### src/rtl/uart_frame_pkg.sv
// rtl/uart_frame_pkg.sv - shared state encoding, error codes and defaults for the UART frame decoder
package uart_frame_pkg;

    typedef enum logic [2:0] {
        ST_IDLE    = 3'd0,
        ST_OP      = 3'd1,
        ST_LEN     = 3'd2,
        ST_PAYLOAD = 3'd3,
        ST_CHK     = 3'd4,
        ST_HOLD    = 3'd5
    } state_t;

    localparam logic [2:0] ERR_CHECKSUM = 3'd0;
    localparam logic [2:0] ERR_LEN      = 3'd1;
    localparam logic [2:0] ERR_FRAMING  = 3'd2;
    localparam logic [2:0] ERR_TIMEOUT  = 3'd3;
    localparam logic [2:0] ERR_OVERRUN  = 3'd4;

    localparam logic [7:0] SOF_DEFAULT  = 8'hA5;

endpackage

### src/rtl/uart_frame_chk.sv
// rtl/uart_frame_chk.sv - next running check value; XOR by default, CRC-8 (poly 0x07) with UART_FRAME_CRC8_EN
module uart_frame_chk (
    input  logic [7:0] cur,
    input  logic [7:0] byte_in,
    output logic [7:0] next
);

`ifdef UART_FRAME_CRC8_EN
    // MSB-first CRC-8, one byte per call, no reflection and no final XOR
    always_comb begin
        logic [7:0] c;
        c = cur ^ byte_in;
        for (int i = 0; i < 8; i++) begin
            c = c[7] ? ({c[6:0], 1'b0} ^ 8'h07) : {c[6:0], 1'b0};
        end
        next = c;
    end
`else
    // plain longitudinal XOR
    always_comb begin
        next = cur ^ byte_in;
    end
`endif

endmodule

### src/rtl/uart_frame_decoder.sv
// rtl/uart_frame_decoder.sv - assembles SOF/OP/LEN/payload/CHK host frames; UART_FRAME_CRC8_EN selects CRC-8 check
module uart_frame_decoder
    import uart_frame_pkg::*;
#(
    parameter logic [7:0] SOF            = SOF_DEFAULT,
    parameter int         MAX_LEN        = 4,
    parameter int         TIMEOUT_CYCLES = 50000,
    localparam int        LW             = $clog2(MAX_LEN + 1)
) (
    input  logic                 clk,
    input  logic                 anrst,
    input  logic [7:0]           rx_data,
    input  logic                 rx_done,
    input  logic                 rx_err,
    output logic                 cmd_valid,
    input  logic                 cmd_ready,
    output logic [7:0]           cmd_op,
    output logic [LW-1:0]        cmd_len,
    output logic [8*MAX_LEN-1:0] cmd_payload,
    output logic                 frame_err,
    output logic [2:0]           err_code
);

    localparam int             IW        = (MAX_LEN > 1) ? $clog2(MAX_LEN) : 1;
    localparam int             TW        = (TIMEOUT_CYCLES > 1) ? $clog2(TIMEOUT_CYCLES) : 1;
    localparam bit             TO_EN     = (TIMEOUT_CYCLES > 0);
    localparam logic [TW-1:0]  TO_LOAD   = TW'((TIMEOUT_CYCLES > 0) ? TIMEOUT_CYCLES - 1 : 0);
    localparam logic [7:0]     MAX_LEN_B = 8'(MAX_LEN);

    state_t               state_q, state_d;
    logic [7:0]           chk_q, chk_d, chk_upd;
    logic [TW-1:0]        to_q, to_d;
    logic [IW-1:0]        idx_q, idx_d;
    logic [7:0]           op_q, op_d;
    logic [LW-1:0]        len_q, len_d;
    logic [8*MAX_LEN-1:0] pay_q, pay_d;
    logic                 err_q, err_d;
    logic [2:0]           code_q, code_d;

    logic                 is_byte;
    logic                 in_frame;
    logic                 expired;
    logic                 fail;
    logic [2:0]           fail_code;

    // a receiver error in the same cycle as rx_done voids the byte
    assign is_byte  = rx_done & ~rx_err;
    assign in_frame = (state_q == ST_OP) || (state_q == ST_LEN) ||
                      (state_q == ST_PAYLOAD) || (state_q == ST_CHK);
    // fires on the cycle the inter-byte counter decrements to zero
    assign expired  = TO_EN && (to_q <= TW'(1));

    uart_frame_chk u_chk (
        .cur     (chk_q),
        .byte_in (rx_data),
        .next    (chk_upd)
    );

    // next-state, datapath and error selection
    always_comb begin
        state_d   = state_q;
        chk_d     = chk_q;
        to_d      = to_q;
        idx_d     = idx_q;
        op_d      = op_q;
        len_d     = len_q;
        pay_d     = pay_q;
        err_d     = 1'b0;
        code_d    = code_q;
        fail      = 1'b0;
        fail_code = ERR_CHECKSUM;

        if (in_frame && (to_q != '0)) begin
            to_d = to_q - TW'(1);
        end

        if (in_frame && rx_err) begin
            fail      = 1'b1;
            fail_code = ERR_FRAMING;
        end else if (in_frame && !is_byte && expired) begin
            fail      = 1'b1;
            fail_code = ERR_TIMEOUT;
        end else begin
            case (state_q)
                ST_IDLE: begin
                    if (is_byte && (rx_data == SOF)) begin
                        state_d = ST_OP;
                        chk_d   = 8'h00;
                        to_d    = TO_LOAD;
                    end
                end
                ST_OP: begin
                    if (is_byte) begin
                        op_d    = rx_data;
                        pay_d   = '0;
                        chk_d   = chk_upd;
                        to_d    = TO_LOAD;
                        state_d = ST_LEN;
                    end
                end
                ST_LEN: begin
                    if (is_byte) begin
                        if (rx_data > MAX_LEN_B) begin
                            fail      = 1'b1;
                            fail_code = ERR_LEN;
                        end else begin
                            len_d   = rx_data[LW-1:0];
                            idx_d   = '0;
                            chk_d   = chk_upd;
                            to_d    = TO_LOAD;
                            state_d = (rx_data == 8'h00) ? ST_CHK : ST_PAYLOAD;
                        end
                    end
                end
                ST_PAYLOAD: begin
                    if (is_byte) begin
                        pay_d[8*idx_q +: 8] = rx_data;
                        idx_d = idx_q + IW'(1);
                        chk_d = chk_upd;
                        to_d  = TO_LOAD;
                        if (int'(idx_q) == int'(len_q) - 1) begin
                            state_d = ST_CHK;
                        end
                    end
                end
                ST_CHK: begin
                    if (is_byte) begin
                        if (rx_data == chk_q) begin
                            state_d = ST_HOLD;
                        end else begin
                            fail      = 1'b1;
                            fail_code = ERR_CHECKSUM;
                        end
                    end
                end
                ST_HOLD: begin
                    // the held command is never overwritten; stray bytes are only reported
                    if (is_byte) begin
                        err_d  = 1'b1;
                        code_d = ERR_OVERRUN;
                    end
                    if (cmd_ready) begin
                        state_d = ST_IDLE;
                    end
                end
                default: begin
                    state_d = ST_IDLE;
                end
            endcase
        end

        if (fail) begin
            err_d   = 1'b1;
            code_d  = fail_code;
            state_d = ST_IDLE;
        end
    end

    // state and datapath registers
    always_ff @(posedge clk or negedge anrst) begin
        if (!anrst) begin
            state_q <= ST_IDLE;
            chk_q   <= 8'h00;
            to_q    <= '0;
            idx_q   <= '0;
            op_q    <= 8'h00;
            len_q   <= '0;
            pay_q   <= '0;
            err_q   <= 1'b0;
            code_q  <= 3'd0;
        end else begin
            state_q <= state_d;
            chk_q   <= chk_d;
            to_q    <= to_d;
            idx_q   <= idx_d;
            op_q    <= op_d;
            len_q   <= len_d;
            pay_q   <= pay_d;
            err_q   <= err_d;
            code_q  <= code_d;
        end
    end

    assign cmd_valid   = (state_q == ST_HOLD);
    assign cmd_op      = op_q;
    assign cmd_len     = len_q;
    assign cmd_payload = pay_q;
    assign frame_err   = err_q;
    assign err_code    = code_q;

endmodule

### config.mk
export PLATFORM = sky130hd
export DESIGN_NAME = uart_frame_decoder
export DESIGN_NICKNAME = d
export VERILOG_FILES = /design/src/rtl/uart_frame_pkg.sv /design/src/rtl/uart_frame_chk.sv /design/src/rtl/uart_frame_decoder.sv
export SDC_FILE = /design/constraint.sdc
export NUM_CORES = 1
export LEC_CHECK = 0
export BUFFER_PORTS_ARGS = -buffer_cell sky130_fd_sc_hd__buf_2
export CAP_MARGIN = 0
export CORE_ASPECT_RATIO = 1.5
export CORE_MARGIN = 10
export CORE_UTILIZATION = 55
export CTS_BUF_LIST = sky130_fd_sc_hd__clkbuf_16
export CTS_CLUSTER_DIAMETER = 30
export DETAILED_ROUTE_END_ITERATION = 12
export MAX_ROUTING_LAYER = met4
export PLACE_DENSITY_LB_ADDON = 0.2
export SLEW_MARGIN = 10
export SYNTH_ARGS = -nofsm -noshare
export SYNTH_HDL_FRONTEND = slang
export SYNTH_SLANG_ARGS = --single-unit
### constraint.sdc
create_clock -name clk -period 3.3 [get_ports clk]
set_input_delay 0.33 -clock clk [delete_from_list [all_inputs] [get_ports clk]]
set_output_delay 0.33 -clock clk [all_outputs]
set_load 0.03 [all_outputs]
==> results.sh <==
export IMPL_core_area_sq_mm=0.00658
export IMPL_start_util=0.569
export IMPL_start_kind="register"
export IMPL_power_density_mw_per_mm2=803
export IMPL_async_flop_share=1.00
export IMPL_min_period_ps=2190
export IMPL_diodes=0
export IMPL_critPathLaunch="state_q[0]$_DFFE_PN0P_"
export IMPL_synth_common_cells="dfrtp_1 (76), nand2_1 (33), nor2_1 (32)"
export IMPL_ys_seq_area_frac=0.508
export IMPL_cts_setup_buffers=0
export IMPL_reg2reg_slack_ps=1110
export IMPL_worst_slack_ps=1110
export IMPL_rr_worst_depth=5
export IMPL_die_x_um=87.3
export IMPL_synthFlopType="dfrtp_1"
export IMPL_synth_most_common_cell="dfrtp_1"
export IMPL_critPathMaxFanout=14
export IMPL_cts_hold_fix_buffers=0
export IMPL_grt_pass1_vias=2888
export IMPL_preCtsSetupSlack_ps=1100
export IMPL_clockBufferDepth=2
export IMPL_num_nets_final=422
export IMPL_antenna_found_initial=0
export IMPL_tns_ps=0
export IMPL_wl_um=8740
export IMPL_h_tree_depth=3
export IMPL_cts_root_buffer="clkbuf_16"
export IMPL_fp_dieArea_sq_mm=0.0106
export IMPL_reg2reg_from="state_q[0]$_DFFE_PN0P_"
export IMPL_cp_arrival_ps=2470
export IMPL_maxSlewViolCount=0
export IMPL_grt_first_pass_wirelength_um=14400
export IMPL_p_leak_nw=2.07
export IMPL_detail_route_vias_per_cell=5.87
export IMPL_io_buffers=60
export IMPL_syn_instance_count=345
export IMPL_gr_total_overflow=0
export IMPL_io_pins=61
export IMPL_synth_cell_types=55
export IMPL_post_cts_resize_count=0
export IMPL_ys_ff_latch=76
export IMPL_crit_type="reg -> reg"
export IMPL_drtIter0Drc=174
export IMPL_fin_worst_skew_ps=5.04
export IMPL_fmax_ghz=0.457
export IMPL_critPathRequiredTime_ps=3580
export IMPL_synth_area_sq_mm=0.00374
export IMPL_ant_nets=0
export IMPL_cp_end_kind="register"
export IMPL_rsz0062_at_grt="no"
export IMPL_slew_headroom=0.364
export IMPL_avgRoutedWirePerCell_um=18.1
export IMPL_drv_cap=0
export IMPL_hpwl_um=6230
export IMPL_die_h_um=121
export IMPL_clkTransAtPathRegs_ps=60
export IMPL_vdd_drop_max_uv=467
export IMPL_gp_congestion=0.887
export IMPL_endpoint="cmd_payload[21]$_DFFE_PN0P_"
export IMPL_synthTopCellsByArea="dfrtp_1 (51%), a22o_1 (7.0%), xnor2_1 (4.9%)"
export IMPL_fill_cells=517
export IMPL_firstDrtPassIters=4
export IMPL_syn_area_per_cell_sq_um=10.8
export IMPL_cts_buffers_inserted=9
export IMPL_post_synth_top_area_cell="dfrtp_1"
export IMPL_final_util=0.668
export IMPL_min_path_type="in -> async"
export IMPL_setup_viol=0
export IMPL_synth_edf_count=0
export IMPL_cts_tree="done"
export IMPL_layout_drive_gt1_share=0.266
export IMPL_syn_nets=366
export IMPL_fin_crit_sh=0.664
export IMPL_syn_to_final_growth_pct=17.4
export IMPL_grt_max_degree=42
export IMPL_clkLatencyLatePin_ps=350
export IMPL_status="finished clean"
export IMPL_synth_warning_count=0
export IMPL_synth_top_area_frac=0.508
export IMPL_grt_use_total=0.177
export IMPL_vias=2830
export IMPL_hold_viol=0
export IMPL_tightest_slew_ps=946
export IMPL_r2r_end="cmd_payload[21]$_DFFE_PN0P_"
export IMPL_row_count=36
export IMPL_drc=0
export IMPL_clock_sinks=76
export IMPL_whs_ps=12.1
critical path: stages (launching register included):
cell and delay (ps):
dfrtp_1 600, inv_2 150, nor3_4 410, nand2_1 240
nor3_2 500, a22o_1 220
cell families after synthesis:
| kind of cell | synth area share |
|---|---|
| AO/OA/AOI/OAI | 0.153 |
| XOR/XNOR | 0.0538 |
| adder cells (fa/ha/maj) | 0.0268 |
| buffers and inverters | 0.0334 |
| flip-flops | 0.508 |
| multiplexers | 0.0358 |
| AND/OR/NAND/NOR | 0.189 |
per-layer routing:
layer / vias to the layer above / wire length [um] / GRT usage / part of all wire
met3: 22 / 527 / 0.0565 / 0.060
met4: 0 / 214 / 0.0740 / 0.024
met5: - / 0 / - / 0
met2: 67 / 4670 / 0.297 / 0.53
met1: 1379 / 3330 / 0.185 / 0.38
li1: 1362 / - / - / -
worst min path at each step:
stage	from	to	depth (start not counted)	slack (ps)
final	anrst	cmd_payload[24]$_DFFE_PN0P_	2	10
after global routing	anrst	cmd_payload[26]$_DFFE_PN0P_	2	60
after CTS	anrst	cmd_payload[24]$_DFFE_PN0P_	2	30
after detailed placement	anrst	cmd_payload[24]$_DFFE_PN0P_	2	400
after global placement	anrst	cmd_payload[24]$_DFFE_PN0P_	2	390
after floorplan	anrst	chk_q[0]$_DFFE_PN0P_	0	30
metrics by stage:
step           area [sq um]  std cells  total power (W)
6_report               4390        482          0.00353
5_1_grt                4390        482          0.00373
4_1_cts                4390        482          0.00355
3_5_place_dp           4070        466          0.00247
3_3_place_gp           4070        466          0.00244
2_1_floorplan          3740        345          0.00220
cell usage in the layout, fill, tap and decap left out, drive strengths merged, types with 4 or more instances in the layout:
master,count
nor4,8
dfrtp,76
nand3,8
clkinv,4
clkbuf,9
nor2,32
inv,10
nand2,33
nand3b,8
xnor2,21
o21ai,17
nor3,12
buf,63
nor2b,7
a22o,30
ha,8
o211ai,4
mux2,11
area by class of cell:
class / instances / area, sq um / area share
Sequential cell: 76 / 1900 / 0.433
Timing Repair Buffer: 63 / 323 / 0.0735
Clock inverter: 7 / 100 / 0.0228
Clock buffer: 9 / 225 / 0.0513
Multi-Input combinational cell: 242 / 1710 / 0.390
Inverter: 9 / 33.8 / 0.00769
Tap cell: 76 / 95.1 / 0.0216
power by group:
part           switching, W  internal, W  leakage (nW)  total (W)
clock              0.000410     0.000667         0.160    0.00108
sequential         0.000206      0.00113         0.989    0.00134
combinational      0.000677     0.000436         0.920    0.00111
total               0.00129      0.00223          2.07    0.00353
sequential cells by signal, indices dropped and copies added (netlist names):
signal	flops
state_q	3
cmd_op	8
err_code	3
cmd_len	3
cmd_payload	32
idx_q	2
chk_q	8
frame_err	1
to_q	16
No activity file was read; power rests on OpenSTA's default activity.
